File: config.mk
export PLATFORM = sky130hd
export DESIGN_NAME = feistel_dec
export DESIGN_NICKNAME = d
export VERILOG_FILES = /design/src/rtl/feistel_dec.sv
export SDC_FILE = /design/constraint.sdc
export NUM_CORES = 1
export LEC_CHECK = 0
export CAP_MARGIN = 10
export CORE_MARGIN = 10
export CORE_UTILIZATION = 55
export CTS_CLUSTER_SIZE = 25
export DETAILED_ROUTE_END_ITERATION = 8
export GPL_TIMING_DRIVEN = 0
export PLACE_DENSITY = 0.84
export SYNTH_ARGS = -nofsm -noshare
export SYNTH_HDL_FRONTEND = slang
export SYNTH_SLANG_ARGS = --single-unit
File: constraint.sdc
create_clock -name ck -period 5.9 [get_ports ck]
set_clock_uncertainty 0.15 [all_clocks]
set_input_delay 0.59 -clock ck [delete_from_list [all_inputs] [get_ports ck]]
set_output_delay 0.59 -clock ck [all_outputs]
set_load 0.03 [all_outputs]
File: src/rtl/feistel_dec.sv
// Iterative decryption engine for the 8-bit toy Feistel cipher.
// One inverse round every two cycles: registered S lookup (SUB), then mix/swap (MIX).
module feistel_dec #(
    parameter int ROUNDS = 4
) (
    input  logic        ck,
    input  logic        rst,
    input  logic        start,
    output logic        in_ready,
    input  logic [7:0]  ct,
    input  logic [15:0] key,
    output logic        out_valid,
    input  logic        out_ready,
    output logic [7:0]  pt
);

    localparam int IW = (ROUNDS > 1) ? $clog2(ROUNDS) : 1;
    localparam logic [IW-1:0] LAST_IDX = IW'(ROUNDS - 1);

    typedef enum logic [1:0] {
        S_IDLE = 2'd0,
        S_SUB  = 2'd1,
        S_MIX  = 2'd2,
        S_DONE = 2'd3
    } state_t;

    state_t        r_state;
    state_t        w_next;

    logic [3:0]    r_l;
    logic [3:0]    r_r;
    logic [15:0]   r_key;
    logic [IW-1:0] r_idx;
    logic [3:0]    r_s;
    logic [7:0]    r_pt;

    logic [1:0]    w_kidx;
    logic [3:0]    w_subkey;
    logic [3:0]    w_sin;
    logic [3:0]    w_sout;
    logic          w_last;

    // DES S1, restricted to the four columns reachable from a 4-bit input:
    // row = {x[0], x[3]}, column = {x[1], x[2]}.
    function automatic logic [3:0] sbox(input logic [3:0] x);
        logic [1:0] row;
        logic [1:0] col;
        logic [3:0] y;
        row = {x[0], x[3]};
        col = {x[1], x[2]};
        y   = 4'd0;
        case ({row, col})
            4'b00_00: y = 4'd14;
            4'b00_01: y = 4'd4;
            4'b00_10: y = 4'd13;
            4'b00_11: y = 4'd1;
            4'b01_00: y = 4'd0;
            4'b01_01: y = 4'd15;
            4'b01_10: y = 4'd7;
            4'b01_11: y = 4'd4;
            4'b10_00: y = 4'd4;
            4'b10_01: y = 4'd1;
            4'b10_10: y = 4'd14;
            4'b10_11: y = 4'd8;
            4'b11_00: y = 4'd15;
            4'b11_01: y = 4'd12;
            4'b11_10: y = 4'd8;
            4'b11_11: y = 4'd2;
            default:  y = 4'd0;
        endcase
        return y;
    endfunction

    assign w_kidx   = 2'(r_idx);
    assign w_subkey = r_key[{w_kidx, 2'b00} +: 4];
    assign w_sin    = r_l ^ w_subkey;
    assign w_sout   = sbox(w_sin);
    assign w_last   = (r_idx == '0);

    always_ff @(posedge ck or posedge rst) begin
        if (rst) begin
            r_state <= S_IDLE;
        end else begin
            r_state <= w_next;
        end
    end

    always_comb begin
        w_next = r_state;
        case (r_state)
            S_IDLE:  if (start)     w_next = S_SUB;
            S_SUB:                  w_next = S_MIX;
            S_MIX:   w_next = w_last ? S_DONE : S_SUB;
            S_DONE:  if (out_ready) w_next = S_IDLE;
            default:                w_next = S_IDLE;
        endcase
    end

    always_comb begin
        in_ready  = 1'b0;
        out_valid = 1'b0;
        case (r_state)
            S_IDLE:  in_ready  = 1'b1;
            S_DONE:  out_valid = 1'b1;
            default: ;
        endcase
    end

    assign pt = r_pt;

    // The result is captured on the final MIX so pt never shows intermediate rounds.
    always_ff @(posedge ck or posedge rst) begin
        if (rst) begin
            r_l   <= 4'd0;
            r_r   <= 4'd0;
            r_key <= 16'd0;
            r_idx <= '0;
            r_s   <= 4'd0;
            r_pt  <= 8'd0;
        end else begin
            case (r_state)
                S_IDLE: begin
                    if (start) begin
                        r_l   <= ct[7:4];
                        r_r   <= ct[3:0];
                        r_key <= key;
                        r_idx <= LAST_IDX;
                    end
                end
                S_SUB: begin
                    r_s <= w_sout;
                end
                S_MIX: begin
                    r_l <= r_r ^ r_s;
                    r_r <= r_l;
                    if (w_last) begin
                        r_pt <= {r_r ^ r_s, r_l};
                    end else begin
                        r_idx <= r_idx - 1'b1;
                    end
                end
                default: ;
            endcase
        end
    end

endmodule
**Word level (Yosys, flattened, before mapping)**

Memories as Yosys holds them, arrays and structs flattened. A register that Yosys moved wholly into a read port is not among the register bits.
Index checks and enable logic that the tools add are counted.

- Equality and inequality tests: 6
- Mux-type cells: 13
- Reductions and logical operators: 8
- Bitwise gates (word level): 2
- Shift-type cells: 1
- Add/sub/neg operators: 1

Operators by type and width:

| cell | number |
|---|---|
| $pmux W4 S2 | 2 |
| $shiftx A16 B5 Y4 | 1 |
| $mux W2 | 5 |
| $mux W4 | 2 |
| $pmux W2 S4 | 1 |
| $reduce_and A2 Y1 | 4 |
| $xor A4 B4 Y4 | 2 |
| $ne A2 B2 Y1 const B | 3 |
| $eq A2 B2 Y1 const B | 2 |
| $logic_not A2 Y1 | 2 |
| $pmux W2 S2 | 1 |
| $reduce_and A3 Y1 | 1 |
| $eq A2 B1 Y1 const B | 1 |
| $mux W1 | 2 |
| $reduce_bool A2 Y1 | 1 |
| $sub A2 B1 Y2 const B | 1 |

- Flip-flop bits (word level): 36
- Memory bits (read-only): 64
- Output and inout bits: 10
- Memories kept: 1

Memories:

| memory | depth | bits a word | rd ports | clocked after memory_dff | wr ports | RTL line | source |
|---|---|---|---|---|---|---|---|
| (no name shown) | 16 | 4 | 1 | 1 | 0 | 52 | `case ({row, col})` |

**Longest topological paths before layout**

Gate-level depths: netlist of run 1.

- Depth in word-level cells: 3
- Depth in mapped cells: 8

**Worst setup path before layout of run 1**

OpenSTA, ideal clock, no wires.

- Path type: reg2reg
- From: register r_state[1]
- To: register r_key[10]
- Path buffers: 3
- Clock period less this slack: 2.400 ns
- Path slack: 3.500 ns
- Arrival time: 2.126 ns
- Data required time: 5.625 ns
- Cell stages (with the launch flop): 7
- Path through: dfrtp_1 -> clkbuf_1 -> nor2_1 -> and2_1 -> clkbuf_1 -> buf_1 -> mux2_2

- Longest elaborated chain between the ends: 2

Ends and longest elaborated chain:

| element | RTL line | source |
|---|---|---|
| from (decl) | 27 | `state_t r_state;` |
| from (signal assigned) | 84 | `r_state <= w_next;` |
| $logic_not A2 Y1 | 121 | `case (r_state)` |
| $reduce_and A2 Y1 (no line) | - |  |
| to (signal assigned) | 126 | `r_key <= key;` |
| to (decl) | 32 | `logic [15:0] r_key;` |

Every way passes these cells.
A chain may end at the register's enable or synchronous reset.

**Final worst setup path of run 1**

- From: register r_state[1]
- To: output port out_valid

- Longest elaborated chain between the ends: 2

Ends and longest elaborated chain:

| element | RTL line | source |
|---|---|---|
| $eq A2 B2 Y1 | 102 | `case (r_state)` |
| $mux W1 | 102 |  |
| to (decl) | 12 | `output logic out_valid,` |

Every way passes these cells.

==> flow_metrics.py, run 1 <==
metrics = {
    "placed_design": {
        "hpwl_mm": 3.24,
        "portBuffers": 37,
        "place_congestion": 0.855,
        "dp.cells": 249,
    },
    "cells_and_area": {
        "nFillCells": 251,
        "drive_gt1_share_pct": 17.1,
        "multiInputGateArea_um2": 911,
        "area_growth_pct": 24.5,
        "finalNonFillerCells": 257,
        "ff_latch_area_um2": 1000,
        "nNetsFinal": 241,
        "n_antenna_cell": 0,
    },
    "global_routing": {
        "grt_util_all_layers_pct": 13.9,
        "grt_util_met1_pct": 15.6,
        "grtUsageMet3_pct": 4.95,
        "grt.overflow.total": 0,
        "antenna_found_initial": 0,
        "grt_pass1_wl_mm": 7.06,
        "grt_max_degree": 41,
        "top_usage_layer": "met2",
        "gr-usage-met2_pct": 23.8,
        "grt_pass1_vias": 1464,
    },
    "power_and_ir_drop": {
        "p_seq_share_pct": 32.2,
        "switching_share_pct": 41.0,
        "pwr-share-comb_pct": 58.7,
        "clkPwrFrac_pct": 9.1,
        "intPower_mw": 0.926,
        "leakage_nw": 1.04,
        "peakVddDrop_mv": 0.348,
        "p_per_area_nw_per_um2": 635,
        "power.switching_mw": 0.643,
    },
    "setup_path": {
        "r2r_start": "r_idx[1]$_DFFE_PP0P_",
        "r2r_cells": 6,
        "reg2reg_setup_slack_ps": 3310,
        "crit_required_ps": 5160,
        "cp_max_fo": 10,
        "critPathArrivalTime_ps": 2340,
        "end_kind": "primary output",
        "timing_worst_setup_path_type": "flop to primary output",
        "r2r_end": "r_s[0]$_DFFE_PP0N_",
        "crit_path_start_kind": "flop",
    },
    "die": {
        "start_util_pct": 58.1,
        "core_um2": 3420,
        "die_w_um": 80.0,
        "io_pins": 38,
        "rows": 21,
        "fp.dieH_um": 80.0,
        "die-area_um2": 6410,
    },
    "logic_synthesis": {
        "synth_fp_nets": 197,
        "syn_area_um2": 1980,
        "syn_inst": 166,
        "async_flop_share_pct": 100,
        "synth_edf_count": 0,
        "ys_warn_count": 0,
        "synth-main-ff-cell": "dfrtp_1",
        "synth.ff_latch_count": 40,
        "syn_avg_cell_area_um2": 11.9,
        "ys_types": 32,
        "seq_area_frac_synth_pct": 50.5,
    },
    "clock_tree": {
        "numCtsBuffers": 5,
        "cts.clk_slew.worst_paths_ps": 110,
        "clock_latency_ps": 350,
        "cts.sinks": 40,
        "cts_tree": "done",
        "htree_levels": 2,
        "cts_root_buffer": "clkbuf_4",
        "clockBufferDepth": 2,
        "cts_setup_buffers": 0,
        "cts-hold-fix-buffers": 0,
        "cts_repair_resize_count": 0,
    },
    "route": {
        "drc": 0,
        "viasPerCell": 5.55,
        "dr.pass1.iters": 4,
        "wl_per_cell_um": 16.5,
        "num_vias": 1426,
        "drt_iter0_drc": 123,
        "drt-total-wl_mm": 4.23,
        "ant_nets": 0,
    },
    "timing": {
        "min_period_ps": 3080,
        "final.setup.tns_ps": 0,
        "finalMaxSlewViolations": 0,
        "finalHoldViolCount": 0,
        "slew_headroom_pct": 47.1,
        "setup_violations": 0,
        "fin_crit_sh_pct": 52.2,
        "worstMarginPinSlew_ps": 792,
        "grt_setup_unrepaired": "no",
        "fmax_mhz": 325,
    },
    "outcome": {
        "outcome": "finished clean",
    },
    "min_path": {
        "hold_end": "pt[6]$_DFFE_PP0P_",
        "holdCritPathClass": "flop to flop",
        "hold_start": "pt[6]$_DFFE_PP0P_",
        "holdPathStages": 2,
    },
    "flow_run": {
        "drv_cap": 0,
    },
}
routing by layer:
layer	share of wire (%)	vias up
li1	-	678
met1	44	703
met2	48	39
met3	6.6	6
met4	1.3	0
met5	0	-
per-stage QoR:
step	cell area (um2)	hold slack (ps)	worst slack (ps)	utilization (%)	power, mW
3_5_place_dp	2410	327	3000	70.6	1.43
4_1_cts	2470	353	2820	72.3	1.57
6_report	2470	348	2820	72.3	1.57
5_1_grt	2470	380	2710	72.3	1.68
3_3_place_gp	2410	310	3030	70.6	1.37
2_1_floorplan	1980	319	3500	-	1.19
kinds of logic after synthesis:
group	count (synthesis)	synth area share, %
simple gates	36	9.53
compound gates	37	11.9
fa+ha+maj	3	1.89
mux	26	17.4
buf+inv	15	3.60
xor+xnor	9	5.30
flops	40	50.5
layout make-up:
| class | count | share of cell area (%) |
|---|---|---|
| sequential | 40 | 40.5 |
| multi-input combinational | 111 | 36.9 |
| timing repair buffer | 37 | 15.0 |
| clock buffer | 8 | 2.38 |
| tap | 46 | 2.33 |
| buffer | 9 | 1.98 |
| inverter | 6 | 0.912 |
cell usage after synthesis (5+ instances only):
library cell | count | area share (%)
a31oi_1 | 5 | 1.6
and2_1 | 7 | 2.2
nor2_1 | 6 | 1.1
inv_1 | 6 | 1.1
dfrtp_1 | 40 | 50
nand2_1 | 12 | 2.3
o21ai_0 | 11 | 2.8
clkbuf_1 | 5 | 0.95
xnor2_1 | 6 | 2.6
mux2_2 | 21 | 12
a21oi_1 | 8 | 2.0
power groups by stage:
stage / Combinational [mW] / Sequential (mW) / Clock, mW
finish: 0.921 / 0.506 / 0.143
floorplan: 0.664 / 0.531 / 0
global route: 1.00 / 0.522 / 0.157
detailed placement: 0.912 / 0.514 / 0
global placement: 0.870 / 0.505 / 0
CTS: 0.919 / 0.507 / 0.147
critical path, cell delays in order (launching register included):
cell and delay, ps:
dfrtp_1 340, clkbuf_1 310, buf_1 420, and2_1 230
clkdlybuf4s50_1 690
worst max-delay path by stage:
| stage | from | endpoint | depth (start not counted) |
|---|---|---|---|
| floorplan | r_state[1]$_DFFE_PP0P_ | r_key[10]$_DFFE_PP0P_ | 6 |
| global placement | start | r_key[10]$_DFFE_PP0P_ | 5 |
| detailed placement | start | r_key[4]$_DFFE_PP0P_ | 5 |
| CTS | r_state[1]$_DFFE_PP0P_ | out_valid | 4 |
| global route | r_state[1]$_DFFE_PP0P_ | out_valid | 4 |
| finish | r_state[1]$_DFFE_PP0P_ | out_valid | 4 |
cell usage in the layout, fill, tap and decap left out, drive strengths merged:
cell           count
clkdlybuf4s50     37
nor3               1
nand3              1
and2               7
ha                 3
a22o               4
a21oi              8
xnor2              8
a22oi              3
a211o              2
dfrtp             40
nand2b             2
nor2b              1
o22a               3
xor2               1
clkbuf            13
nor3b              4
nand2             12
mux2              21
inv                6
or2                1
nand3b             1
mux4               4
o21ai             11
buf                4
mux2i              1
a31oi              5
o31ai              1
nor2               6
state kept, by name, indices dropped and copies added, names as in the netlist:
signal   count
r_r          4
r_state      2
r_s          4
pt           8
r_key       16
r_idx        2
r_l          4
No activity file was read; power rests on OpenSTA's default activity.
==> inputs of run 2 (changes only) <==
Settings changed: CORE_UTILIZATION 55 to 51, PLACE_DENSITY 0.84 to 0.79.
Clock period 5.9 ns to 2.95 ns, I/O delays scaled along.
==> run 2 against run 1 <==
Against the previous run: critical path depth did not move; via count is essentially flat; worst setup slack worse by 2600 ps; first-iteration DRC count fell by 16%; sequential share of layout area down 1.1 points.
==> flow_metrics.py, run 2 (synthesis gave the netlist of run 1 again) <==
metrics = {
    "placed_design": {
        "place_congestion": 0.854,
        "placed_area_um2": 2410,
        "detailedPlace.worstSlack_ps": 302,
        "hpwl_mm": 3.25,
        "portBuffers": 37,
    },
    "timing": {
        "worstMarginPinSlew_ps": 803,
        "fin_crit_sh_pct": 91.5,
        "final.setup.tns_ps": 0,
        "fin_ws_ps": 251,
        "min_period_ps": 2700,
        "finalMaxSlewViolations": 0,
        "setup_violations": 0,
        "finalHoldViolCount": 0,
        "slew_headroom_pct": 46.4,
        "fmax_mhz": 371,
        "grt_setup_unrepaired": "no",
    },
    "clock_tree": {
        "cts.clk_slew.worst_paths_ps": 80,
        "cts.sinks": 40,
        "numCtsBuffers": 5,
        "cts-hold-fix-buffers": 0,
        "cts_repair_resize_count": 0,
        "clockBufferDepth": 2,
        "htree_levels": 2,
        "cts_root_buffer": "clkbuf_8",
        "cts_setup_buffers": 0,
        "cts_tree": "done",
        "clock_latency_ps": 300,
    },
    "route": {
        "num_vias": 1425,
        "drt-total-wl_mm": 4.25,
        "drt_iter0_drc": 103,
        "ant_nets": 0,
        "viasPerCell": 5.50,
        "drc": 0,
        "wl_per_cell_um": 16.4,
        "dr.pass1.iters": 4,
    },
    "cells_and_area": {
        "fin_area_um2": 2540,
        "area_growth_pct": 28.1,
        "final_common_cell": "dfrtp_1",
        "nNetsFinal": 241,
        "largest_register_ffs": 16,
        "layout_common_cells": "40 x dfrtp_1, 37 x clkdlybuf4s50_1, 21 x mux2_2, 12 x nand2_1, 11 x o21ai_0",
        "n_antenna_cell": 0,
        "nFillCells": 292,
        "drive_gt1_share_pct": 18.0,
        "largest-register": "r_key",
    },
    "setup_path": {
        "cp_top_family": "buffers and inverters",
        "critPathSlowestCell": "clkdlybuf4s50_1",
        "critPathArrivalTime_ps": 2250,
        "crit_required_ps": 2510,
        "timing_worst_setup_path_type": "flop to primary output",
        "crit_path_start_kind": "flop",
        "cp_max_fo": 10,
        "cp_num_buf_inv": 3,
        "end_kind": "primary output",
        "crit_chain": "clkbuf_1 > buf_1 > and2_1 > clkdlybuf4s50_1",
        "max_stage_delay_ps": 680,
    },
    "global_routing": {
        "grt_pass1_wl_mm": 7.23,
        "grt_util_all_layers_pct": 13.9,
        "grt_pass1_vias": 1515,
        "antenna_found_initial": 0,
        "grt_max_degree": 41,
        "grt.overflow.total": 0,
    },
    "die": {
        "core_um2": 3720,
        "io_pins": 38,
        "die-area_um2": 6780,
        "die_w_um": 82.4,
        "fp.dieH_um": 82.4,
        "rows": 22,
        "start_util_pct": 53.4,
    },
    "power_and_ir_drop": {
        "peakVddDrop_mv": 0.473,
        "leakage_nw": 1.08,
        "p_per_area_nw_per_um2": 1310,
    },
    "min_path": {
        "holdCritPathClass": "input pin to async pin",
    },
    "outcome": {
        "outcome": "finished clean",
    },
    "flow_run": {
        "drv_cap": 0,
    },
}
==> run 2: path summary, 6_finish.rpt <==
path	endpoint	start	cells after the start	slack, ps
min in group ck	pt[5]$_DFFE_PP0P_	pt[5]$_DFFE_PP0P_	2	340
min reg2reg	pt[5]$_DFFE_PP0P_	pt[5]$_DFFE_PP0P_	2	340
max	out_valid	r_state[1]$_DFFE_PP0P_	4	250
min	r_key[0]$_DFFE_PP0P_	rst	2	320
max in group asynchronous	r_s[2]$_DFFE_PP0N_	rst	2	1820
max reg2reg	r_s[0]$_DFFE_PP0N_	r_idx[1]$_DFFE_PP0P_	6	360
==> run 2: layer usage <==
| metal | GRT usage [%] | wire length (um) | part of all wire (%) | up-vias |
|---|---|---|---|---|
| met4 | 4.76 | 58 | 1.4 | 0 |
| li1 | - | - | - | 682 |
| met5 | 0 | 0 | 0 | - |
| met2 | 23.1 | 2100 | 49 | 32 |
| met3 | 4.97 | 273 | 6.4 | 5 |
| met1 | 16.2 | 1820 | 43 | 706 |
==> run 2: stage by stage <==
stage	hold WS, ps	total power [mW]	utilization (%)	std cells
6_report	318	3.34	68.4	259
5_1_grt	372	3.61	68.4	259
4_1_cts	346	3.36	68.4	259
3_5_place_dp	330	2.86	64.9	251
3_3_place_gp	313	2.76	64.9	251
2_1_floorplan	231	2.39	-	166
==> run 2: power breakdown <==
group | internal, mW | switching [mW] | total, mW
Clock | 0.298 | 0.189 | 0.487
Combinational | 0.915 | 0.925 | 1.84
Sequential | 0.822 | 0.188 | 1.01
Total | 2.04 | 1.30 | 3.34
==> run 2: layout make-up <==
class,instances,area (um2),area share [%]
Timing Repair Buffer,37,370,14.6
Inverter,6,22.5,0.887
Clock inverter,1,30.0,1.18
Tap cell,48,60.1,2.36
Buffer,9,48.8,1.92
Clock buffer,7,96.3,3.79
Sequential cell,40,1000,39.4
Multi-Input combinational cell,111,911,35.9
